--- config.mk ---
export PLATFORM = sky130hd
export DESIGN_NAME = snn_img_loader
export DESIGN_NICKNAME = d
export VERILOG_FILES = /design/src/rtl/snn_img_loader.sv
export SDC_FILE = /design/constraint.sdc
export NUM_CORES = 1
export LEC_CHECK = 0
export CAP_MARGIN = 20
export CORE_MARGIN = 5
export CORE_UTILIZATION = 30
export DETAILED_ROUTE_END_ITERATION = 6
export HOLD_SLACK_MARGIN = 0.02
export MAX_ROUTING_LAYER = met4
export PLACE_DENSITY = 0.57
export REMOVE_ABC_BUFFERS = 1
export SYNTH_ARGS = -nofsm -noshare
export SYNTH_HDL_FRONTEND = slang
export SYNTH_SLANG_ARGS = --single-unit
--- constraint.sdc ---
create_clock -name clk -period 2.3 [get_ports clk]
set_input_delay 0.345 -clock clk [delete_from_list [all_inputs] [get_ports clk]]
set_output_delay 0.345 -clock clk [all_outputs]
set_load 0.1 [all_outputs]
--- src/rtl/snn_img_loader.sv ---
// Image loader: collects NUM_BYTES UART bytes and unpacks each one LSB first into a 1-bit
// image RAM. It pulses img_rdy when the image is full. Define LOADER_TIMEOUT_EN to discard stale partial images.
module snn_img_loader #(
   parameter int NUM_BYTES   = 98,
   parameter int ADDR_W      = 10,
   parameter int TIMEOUT_CYC = 5_000_000
) (
   input  logic              clk,
   input  logic              rst_n,
   input  logic              rx_rdy,
   input  logic [7:0]        rx_data,
   input  logic              core_done,
   output logic              ram_we,
   output logic [ADDR_W-1:0] ram_addr,
   output logic              ram_wdata,
   output logic              img_rdy,
   output logic              busy,
   output logic              ovf_err,
   output logic              tmo_err
);
   localparam int              BI_W      = ADDR_W - 3;
   localparam logic [BI_W-1:0] LAST_BYTE = BI_W'(NUM_BYTES - 1);
   localparam logic [22:0]     TMO_LAST  = 23'(TIMEOUT_CYC - 1);

   typedef enum logic [1:0] {LOAD, SHIFT, DONE, WAIT_CORE} state_t;

   state_t          state_q, state_d;
   logic [BI_W-1:0] byte_idx_q, byte_idx_d;
   logic [2:0]      bit_idx_q, bit_idx_d;
   logic [7:0]      shift_q, shift_d;
   logic [7:0]      hold_q, hold_d;
   logic            hold_vld_q, hold_vld_d;
   logic            busy_q, busy_d;
   logic            ovf_q, ovf_d;
   logic            tmo_hit;

   // NOTE: sequential state is updated with non-blocking assignments only.
   always_ff @(posedge clk or negedge rst_n) begin
      if (!rst_n) state_q <= LOAD;
      else        state_q <= state_d;
   end

   always_ff @(posedge clk or negedge rst_n) begin
      if (!rst_n) begin
         byte_idx_q <= '0;
         bit_idx_q  <= '0;
         shift_q    <= '0;
         hold_q     <= '0;
         hold_vld_q <= 1'b0;
         busy_q     <= 1'b0;
         ovf_q      <= 1'b0;
      end else begin
         byte_idx_q <= byte_idx_d;
         bit_idx_q  <= bit_idx_d;
         shift_q    <= shift_d;
         hold_q     <= hold_d;
         hold_vld_q <= hold_vld_d;
         busy_q     <= busy_d;
         ovf_q      <= ovf_d;
      end
   end

   // NOTE: every combinational target gets a default first, so no latch is inferred.
   always_comb begin
      state_d    = state_q;
      byte_idx_d = byte_idx_q;
      bit_idx_d  = bit_idx_q;
      shift_d    = shift_q;
      hold_d     = hold_q;
      hold_vld_d = hold_vld_q;
      busy_d     = busy_q;
      ovf_d      = ovf_q;
      case (state_q)
         LOAD: begin
            if (rx_rdy) begin
               shift_d   = rx_data;
               bit_idx_d = 3'd0;
               busy_d    = 1'b1;
               state_d   = SHIFT;
            end else if (tmo_hit) begin
               byte_idx_d = '0;
               busy_d     = 1'b0;
            end
         end
         SHIFT: begin
            bit_idx_d = bit_idx_q + 3'd1;
            if (bit_idx_q == 3'd7) begin
               if (byte_idx_q == LAST_BYTE) begin
                  // Anything still pending belongs to no image: drop it.
                  state_d    = DONE;
                  hold_vld_d = 1'b0;
                  if (hold_vld_q || rx_rdy) ovf_d = 1'b1;
               end else begin
                  byte_idx_d = byte_idx_q + BI_W'(1);
                  if (hold_vld_q) begin
                     shift_d    = hold_q;
                     hold_vld_d = rx_rdy;
                     if (rx_rdy) hold_d = rx_data;
                  end else if (rx_rdy) begin
                     shift_d = rx_data;
                  end else begin
                     state_d = LOAD;
                  end
               end
            end else if (rx_rdy) begin
               if (hold_vld_q) begin
                  ovf_d = 1'b1;
               end else begin
                  hold_d     = rx_data;
                  hold_vld_d = 1'b1;
               end
            end
         end
         DONE: begin
            state_d    = WAIT_CORE;
            byte_idx_d = '0;
            if (rx_rdy) ovf_d = 1'b1;
         end
         WAIT_CORE: begin
            if (rx_rdy) ovf_d = 1'b1;
            if (core_done) begin
               state_d = LOAD;
               busy_d  = 1'b0;
            end
         end
         default: state_d = LOAD;
      endcase
   end

   // ram_we decodes straight from the state register, so reset drops it immediately.
   always_comb begin
      ram_we    = (state_q == SHIFT);
      img_rdy   = (state_q == DONE);
      ram_addr  = '0;
      ram_wdata = 1'b0;
      if (state_q == SHIFT) begin
         ram_addr  = {byte_idx_q, 3'b000} + ADDR_W'(bit_idx_q);
         ram_wdata = shift_q[bit_idx_q];
      end
   end

   assign busy    = busy_q;
   assign ovf_err = ovf_q;

`ifdef LOADER_TIMEOUT_EN
   logic [22:0] idle_cnt_q, idle_cnt_d;
   logic        tmo_q;
   logic        idle_run;

   assign idle_run = (state_q == LOAD) && (byte_idx_q != '0) && !hold_vld_q;
   assign tmo_hit  = idle_run && !rx_rdy && (idle_cnt_q == TMO_LAST);

   always_comb begin
      idle_cnt_d = '0;
      if (idle_run && !rx_rdy && !tmo_hit) idle_cnt_d = idle_cnt_q + 23'd1;
   end

   always_ff @(posedge clk or negedge rst_n) begin
      if (!rst_n) begin
         idle_cnt_q <= '0;
         tmo_q      <= 1'b0;
      end else begin
         idle_cnt_q <= idle_cnt_d;
         tmo_q      <= tmo_hit;
      end
   end

   assign tmo_err = tmo_q;
`else
   logic unused_cfg;
   assign unused_cfg = ^TMO_LAST;
   assign tmo_hit    = 1'b0;
   assign tmo_err    = 1'b0;
`endif

endmodule

; Yosys cells after proc, flatten, opt, wreduce, memory -nomap -nowiden
; Cells that the tools add are included.
[word_totals]
regBits = 31
inputBits = 12
word_cells = 87
[op_classes]
add_sub_neg = 3
order_cmp = 1
n_eq_ne = 20
n_mux = 39
reduce_logical = 16
[ops]
columns = operator, count
row1 = two-way mux 8 bit, 10
row2 = "!= test 3 x 2 -> 1 bit, second input constant", 6
row3 = one-hot mux 8 bit (2 select lines), 1
row4 = two-way mux 7 bit, 2
row5 = one-hot mux 7 bit (2 select lines), 1
row6 = two-way mux 1 bit, 12
row7 = two-way mux 2 bit, 6
row8 = AND reduction 6 bit, 2
row9 = adder 10 x 3 -> 10 bit, 1
row10 = two-way mux 10 bit, 1
row11 = "!= test 2 bit, second input constant", 5
row12 = nonzero test 2 bit, 5
row13 = AND reduction 3 bit, 3
row14 = one-hot mux 2 bit (4 select lines), 1
row15 = "adder 7 x 1 -> 7 bit, second input constant", 1
row16 = "== test 7 bit, second input constant", 1
row17 = "!= test 2 x 1 -> 1 bit, second input constant", 3
row18 = one-hot mux 3 bit (2 select lines), 1
row19 = AND reduction 5 bit, 1
row20 = "== test 2 bit, second input constant", 2
row21 = "less-than comparator 3 x 4 -> 1 bit, second input constant", 1
row22 = one-hot mux 1 bit (2 select lines), 2
row23 = AND reduction 2 bit, 2
row24 = "adder 3 x 1 -> 3 bit, second input constant", 1
row25 = other kinds (8), 8

; Longest topological paths before layout
; Gate-level depths: netlist of run 1.
[depth]
ltp_word = 5
mapped_depth = 6
ltp_nobuf = 6

; Worst setup path before layout of run 1
; Ideal clock, no wire load.
[synth_timing]
kind = flip-flop to output port
from = register (tool-made name)
to = output port ram_addr[0]
arrival_time_ns = 2.665
t_required_ns = 1.955
slack_ns = -0.710
stages_incl_launch_ff = 6
path_buffers = 2
path_cell_list = dfrtp_1 nand2b_1 buf_2 inv_1 clkbuf_1 and2_1
[synth_rtl]
columns = item, line_no
row1 = "end, declared", 14  ; output logic [ADDR_W-1:0] ram_addr,

; Worst setup path after layout of run 1
[layout_timing]
from = register bit_idx_q[0]
to = register hold_q[4]
[layout_between]
elab_chain_len = 3
[layout_rtl]
columns = item, line_no
row1 = "start, declared", 29  ; logic [2:0] bit_idx_q, bit_idx_d;
row2 = "start signal, assigned", 54  ; bit_idx_q <= bit_idx_d;
row3 = == test 3 bit (*), 87  ; if (bit_idx_q == 3'd7) begin
row4 = "!= test 2 bit (no line), or another cell as far along", --
row5 = AND reduction 6 bit (no line), --
row6 = "end signal, assigned", 56  ; hold_q <= hold_d;
row7 = "end, declared", 31  ; logic [7:0] hold_q, hold_d;
; Mark *: on every way between the ends. The rest lies on a longest branch, timed or not.
; A chain may end at the register's enable or synchronous reset.

==> results by group, run 1 <==
STA
  • Clk_skew: 7.50 ps
  • Final worst slack: 160 ps
  • Final period utilization: 93.0%
  • Slew Limit Fails: 0
  • Min Clock Period, post-route: 2140 ps
  • Final Hold Viols: 0
  • Final setup vio count: 0
  • RSZ-0062 raised after global routing: no
  • Fmax: 467 MHz
  • Worst Hold Slack: 448 ps

Cells and area
  • Post-Layout Cell Count: 275
  • Fin util: 42.7%
  • Nets@finish: 219
  • Synth-to-Final Area Change: 36.3%
  • Layout filler cell count: 549
  • Share of layout cells above drive strength 1: 23.6%
  • Diode count: 0

Die
  • # rows: 27
  • Die Height: 86.5 um
  • Initial core utilization: 31.3%
  • Core Box Area: 5610 sq um
  • Die ar.: 7490 sq um
  • Die width: 86.5 um
  • Number of top-level pins: 28

Worst setup path
  • CP required: 2460 ps
  • Critical path class: flop to flop
  • Arrival @ worst endpoint: 2300 ps
  • Crit. End Element: flop
  • CP max FO: 8
  • CP Launch Type: flop

Clock tree
  • Num CTS Buffers: 5
  • H-tree Lvls: 2
  • TritonCTS Sinks: 31
  • Post-CTS setup buffers: 0
  • Clock Path Buffers: 2
  • Clock slew at reported path FFs: 70 ps
  • CTS tree: yes
  • CTS root buf: clkbuf_8
  • Later-pin clock latency in the skew report: 280 ps
  • CTS resizes: 0
  • Count of hold-fix buffers inserted at cts: 0

Global routing
  • First-pass GRT wire length: 6740 um
  • Vias in the first global route: 1354
  • Initial antenna violation count: 0
  • Largest net degree at the start of global routing: 32
  • Gr ovfl total: 0
  • Overall routing resource usage: 11.7%

Place
  • DP Cell Count: 267
  • Setup WS pre-CTS: 158 ps
  • Gpl congestion: 0.759
  • Dpl hpwl: 2860 um
  • Buffers added on ports: 26

Pwr
  • VDD IR max: 0.00100 V
  • Power Total: 3.60 mW
  • PD cells: 1500 nW/um^2
  • Leakage Power: 1.01 nW

Synth
  • Cell Area, Synth: 1760 sq um
  • Synth Warn #: 0
  • Register area share after synthesis: 44.2%
  • Flop and latch count out of synthesis: 31
  • Synth Area in Adders: 3.56%
  • Main combinational cell family by area after synthesis: compound AO/OA/AOI/OAI gates
  • Yosys cell types: 39
  • Syn Inst Count: 167
  • Syn Area/Cell: 10.5 sq um
  • Post-Synth Simple-Gate Area: 18.4%
  • Synth Area in XOR/XNOR: 1.99%
  • Post-synthesis mux area share: 8.26%
  • Synth Area in Compound Gates: 19.7%

Detailed routing
  • Initial DRC count: 48
  • # DRC: 0
  • Final wirelength: 3930 um
  • Antenna viol nets, final: 0
  • Via count: 1399
  • DR WL/cell: 14.3 um
  • Drt first pass iters: 4
  • Vias per inst: 5.09

Run
  • Max cap viols: 0

Run status
  • Status: completed

Worst hold path
  • Hold crit path type: input pin to async pin
==> Yosys cell counts, drive strengths merged <==
cell	n	share of area, %
a21oi	5	1.4
nand4	2	0.71
inv	7	1.5
mux4	2	2.6
o31ai	1	0.43
buf	2	0.71
o2111ai	2	1.0
nor2b	2	0.71
nand3b	8	3.4
a21boi	1	1.1
o21ai	16	4.6
clkbuf	7	1.5
a22oi	3	1.3
and2	9	3.2
o32a	1	0.57
o22ai	1	0.36
nor4b	1	1.4
nand2	5	1.1
a32oi	1	0.50
nor2	11	2.4
ha	5	3.6
a221oi	1	1.5
a41o	2	1.1
dfrtp	31	44
a2bb2oi	7	3.5
conb	1	0.21
o21bai	1	0.43
mux2	8	5.1
nand2b	1	0.36
nor3	5	2.1
xor2	4	2.0
mux2i	1	0.57
and3b	1	0.50
o32ai	1	0.50
nand3	3	0.85
and3	5	1.8
a22o	3	1.5
==> worst paths after layout <==
path | endpoint | depth (start not counted) | slack (ps) | start
setup / recovery | hold_q[4] | 6 | 160 | bit_idx_q[0]
hold / removal | byte_idx_q[1] | 2 | 450 | rst_n
setup reg to reg | hold_q[4] | 6 | 160 | bit_idx_q[0]
hold reg to reg | hold_q[1] | 1 | 500 | hold_q[1]
max in group asynchronous | shift_q[0] | 2 | 1560 | rst_n
min in group clk | hold_q[1] | 1 | 500 | hold_q[1]
==> area by class of cell <==
cell class	count	area [sq um]	area share, %
clock inverters	2	35.0	1.46
well taps	72	90.1	3.76
clock buffers	6	82.6	3.45
inverters	7	26.3	1.10
repair buffers	37	468	19.6
flip-flops and latches	31	776	32.4
multi-input cells	120	916	38.3
==> registers in the layout, summed over array words and instances, names as in the netlist, named ones only <==
signal      flops
hold_q          8
bit_idx_q       3
busy            1
hold_vld_q      1
shift_q         8
byte_idx_q      7
ovf_err         1
state_q         1
==> critical path, stage by stage, from the launching register on <==
cell	delay [ps]
dfrtp_1	460
ha_1	220
ha_1	250
nor2b_1	70
a41o_1	240
nor3_4	400
mux2_2	390
==> per-stage QoR <==
stage | area, sq um | TNS [ps]
finish | 2390 | 0
global route | 2390 | 0
CTS | 2390 | 0
detailed placement | 2280 | 0
global placement | 2280 | 0
floorplan | 1720 | -7800
==> per-layer routing <==
metal | share of wire (%) | vias up | GRT usage (%)
met5 | 0 | - | -
met1 | 49 | 672 | 16.0
li1 | - | 687 | -
met4 | 1.8 | 0 | 5.10
met3 | 3.9 | 8 | 2.76
met2 | 45 | 32 | 16.4
==> logic make-up after synthesis <==
family | count (synthesis)
DFF | 31
buffers and inverters | 16
muxes | 11
xor gates and xnor gates | 4
adders and majority gates | 5
and+or+nand+nor | 53
AOI/OAI and AO/OA | 46
other | 1
==> power breakdown <==
group	internal [mW]	switching [mW]	total [mW]
clock network	0.350	0.198	0.548
registers	0.769	0.199	0.968
logic	0.863	1.22	2.08
==> placed cells by master, fill, tap and decap left out, drive strengths merged, types with 3 or more instances in the layout <==
cell / instances
and2: 9
and3: 5
a22o: 3
nand2: 5
buf: 26
xor2: 4
inv: 7
nor2: 11
a2bb2oi: 7
nand3b: 8
nor3: 5
clkbuf: 6
clkdlybuf4s50: 11
o21ai: 16
a22oi: 3
ha: 5
mux2: 8
nand3: 3
dfrtp: 31
a21oi: 5
Power figures use the tool's default switching activity.
==> run 2, diff against run 1 <==
--- a/config.mk
+++ b/config.mk
@@ -7,11 +7,11 @@
 export LEC_CHECK = 0
 export CAP_MARGIN = 20
 export CORE_MARGIN = 5
-export CORE_UTILIZATION = 30
+export CORE_UTILIZATION = 53
 export DETAILED_ROUTE_END_ITERATION = 6
 export HOLD_SLACK_MARGIN = 0.02
 export MAX_ROUTING_LAYER = met4
-export PLACE_DENSITY = 0.57
+export PLACE_DENSITY = 0.86
 export REMOVE_ABC_BUFFERS = 1
 export SYNTH_ARGS = -nofsm -noshare
 export SYNTH_HDL_FRONTEND = slang
==> run 2 against run 1 <==
Core utilization is 28 points higher. Critical path type is now flop to primary output. Wire length up 6.4%. Largest cell class unchanged. Cell count shrank 9.8%. Sequential cell count is the same. Global-route usage is 9.9 points higher.
==> results by group, run 2 (synthesis gave the netlist of run 1 again) <==
Place
  • Placed Instance Area: 2240 sq um
  • Gpl congestion: 0.910
  • Dpl hpwl: 3180 um
  • Buffers added on ports: 26
  • Setup WS pre-CTS: 154 ps
  • DP Cell Count: 240

Clock tree
  • TritonCTS Sinks: 31
  • Post-CTS setup buffers: 0
  • Later-pin clock latency in the skew report: 340 ps
  • CTS root buf: clkbuf_4
  • Clock slew at reported path FFs: 100 ps
  • Clock Path Buffers: 2
  • CTS tree: yes
  • H-tree Lvls: 2
  • CTS resizes: 0
  • Count of hold-fix buffers inserted at cts: 0
  • Num CTS Buffers: 5

Cells and area
  • Post-Layout Cell Count: 248
  • Layout filler cell count: 230
  • Synth-to-Final Area Change: 31.6%
  • Fin area: 2310 sq um
  • Nets@finish: 219
  • Share of layout cells above drive strength 1: 23.3%
  • Commonest non-fill, non-tap cell in the layout: dfrtp_1
  • Most frequent cells in the layout: dfrtp_1, o21ai_0, buf_12
  • Diode count: 0
  • Regs by FF count: hold_q x8, shift_q x8, byte_idx_q x7

Die
  • Initial core utilization: 53.5%
  • Die Height: 67.6 um
  • Core Box Area: 3280 sq um
  • Die ar.: 4570 sq um
  • Die width: 67.6 um
  • Number of top-level pins: 28
  • # rows: 21

Detailed routing
  • Antenna viol nets, final: 0
  • DR WL/cell: 16.9 um
  • Initial DRC count: 141
  • # DRC: 0
  • Vias per inst: 6.04
  • Drt first pass iters: 4
  • Via count: 1498
  • Final wirelength: 4180 um

STA
  • Min Clock Period, post-route: 2220 ps
  • Final period utilization: 96.7%
  • RSZ-0062 raised after global routing: no
  • Worst-margin pin slew: 542 ps
  • Fmax: 450 MHz
  • Final Hold Viols: 0
  • Final setup vio count: 0
  • Normalized max-slew margin: 63.8%
  • Clk_skew: 10.7 ps
  • Worst Hold Slack: 378 ps
  • Final worst slack: 75.6 ps
  • Slew Limit Fails: 0

Pwr
  • PD cells: 1490 nW/um^2
  • Leakage Power: 0.984 nW
  • Power Total: 3.44 mW
  • VDD IR max: 0.000807 V

Global routing
  • Overall routing resource usage: 21.6%
  • First-pass GRT wire length: 7080 um
  • Initial antenna violation count: 0
  • Largest net degree at the start of global routing: 32
  • Gr ovfl total: 0
  • Vias in the first global route: 1483

Worst setup path
  • Critical path class: flop to primary output
  • Crit. End Element: primary output
  • Critical Path Max Stage Delay: 540 ps
  • CP max FO: 11
  • Cell with the largest stage delay on the worst path: dfrtp_1
  • CP required: 1960 ps
  • CP Launch Type: flop
  • CP cell instances: nand2b_1, inv_1, and2_1, a22o_1, buf_12
  • Arrival @ worst endpoint: 1880 ps

Worst hold path
  • Hold crit path type: input pin to async pin

Run status
  • Status: completed

Run
  • Max cap viols: 0
-- run 2: final cells by class --
| class | instances | area (sq um) | share of cell area (%) |
|---|---|---|---|
| Tap cell | 46 | 57.6 | 2.49 |
| Sequential cell | 31 | 776 | 33.5 |
| Clock buffer | 6 | 51.3 | 2.22 |
| Clock inverter | 1 | 5.00 | 0.216 |
| Inverter | 7 | 26.3 | 1.14 |
| Multi-Input combinational cell | 120 | 916 | 39.6 |
| Timing Repair Buffer | 37 | 480 | 20.8 |
-- run 2: metal layers --
metal  up-vias  routed length, um  global-route usage, %
met2        63               2240                   37.8
met1       744               1630                   22.9
met4         0                 72                   10.6
met3         7                236                   4.66
met5         -                  0                      -
li1        684                  -                      -
-- run 2: final timing paths --
check / startpoint / to / slack (ps) / depth (start not counted)
max: flop / ram_wdata / 80 / 5
min: rst_n / byte_idx_q[5] / 380 / 2
max reg2reg: bit_idx_q[0] / hold_q[4] / 170 / 7
min reg2reg: ovf_err / ovf_err / 500 / 2
max in group asynchronous: rst_n / hold_q[0] / 1630 / 2
min in group clk: ovf_err / ovf_err / 500 / 2
-- run 2: stage by stage --
step	util, %	setup TNS [ps]
after floorplan	-	-7800
after global placement	68.1	0
after detailed placement	68.1	0
after CTS	69.8	0
after global routing	70.4	0
final	70.4	0
-- run 2: worst max-delay path, delay by kind of cell (launching register included) --
family,cells,cell delay [ps]
AO/OA/AOI/OAI,1,250
buffers and inverters,2,250
flip-flops,1,540
AND/OR/NAND/NOR,2,500
-- run 2: power breakdown --
group / total (mW) / internal [mW] / switching, mW
sequential: 0.982 / 0.767 / 0.215
combinational: 2.13 / 0.888 / 1.24
clock: 0.328 / 0.141 / 0.187
==> run 3, diff against run 2 <==
--- a/config.mk
+++ b/config.mk
@@ -9,7 +9,6 @@
 export CORE_MARGIN = 5
 export CORE_UTILIZATION = 53
 export DETAILED_ROUTE_END_ITERATION = 6
-export HOLD_SLACK_MARGIN = 0.02
 export MAX_ROUTING_LAYER = met4
 export PLACE_DENSITY = 0.86
 export REMOVE_ABC_BUFFERS = 1
==> results of run 3 <==
Final layout, timing and power as in run 2 (identical DEF).
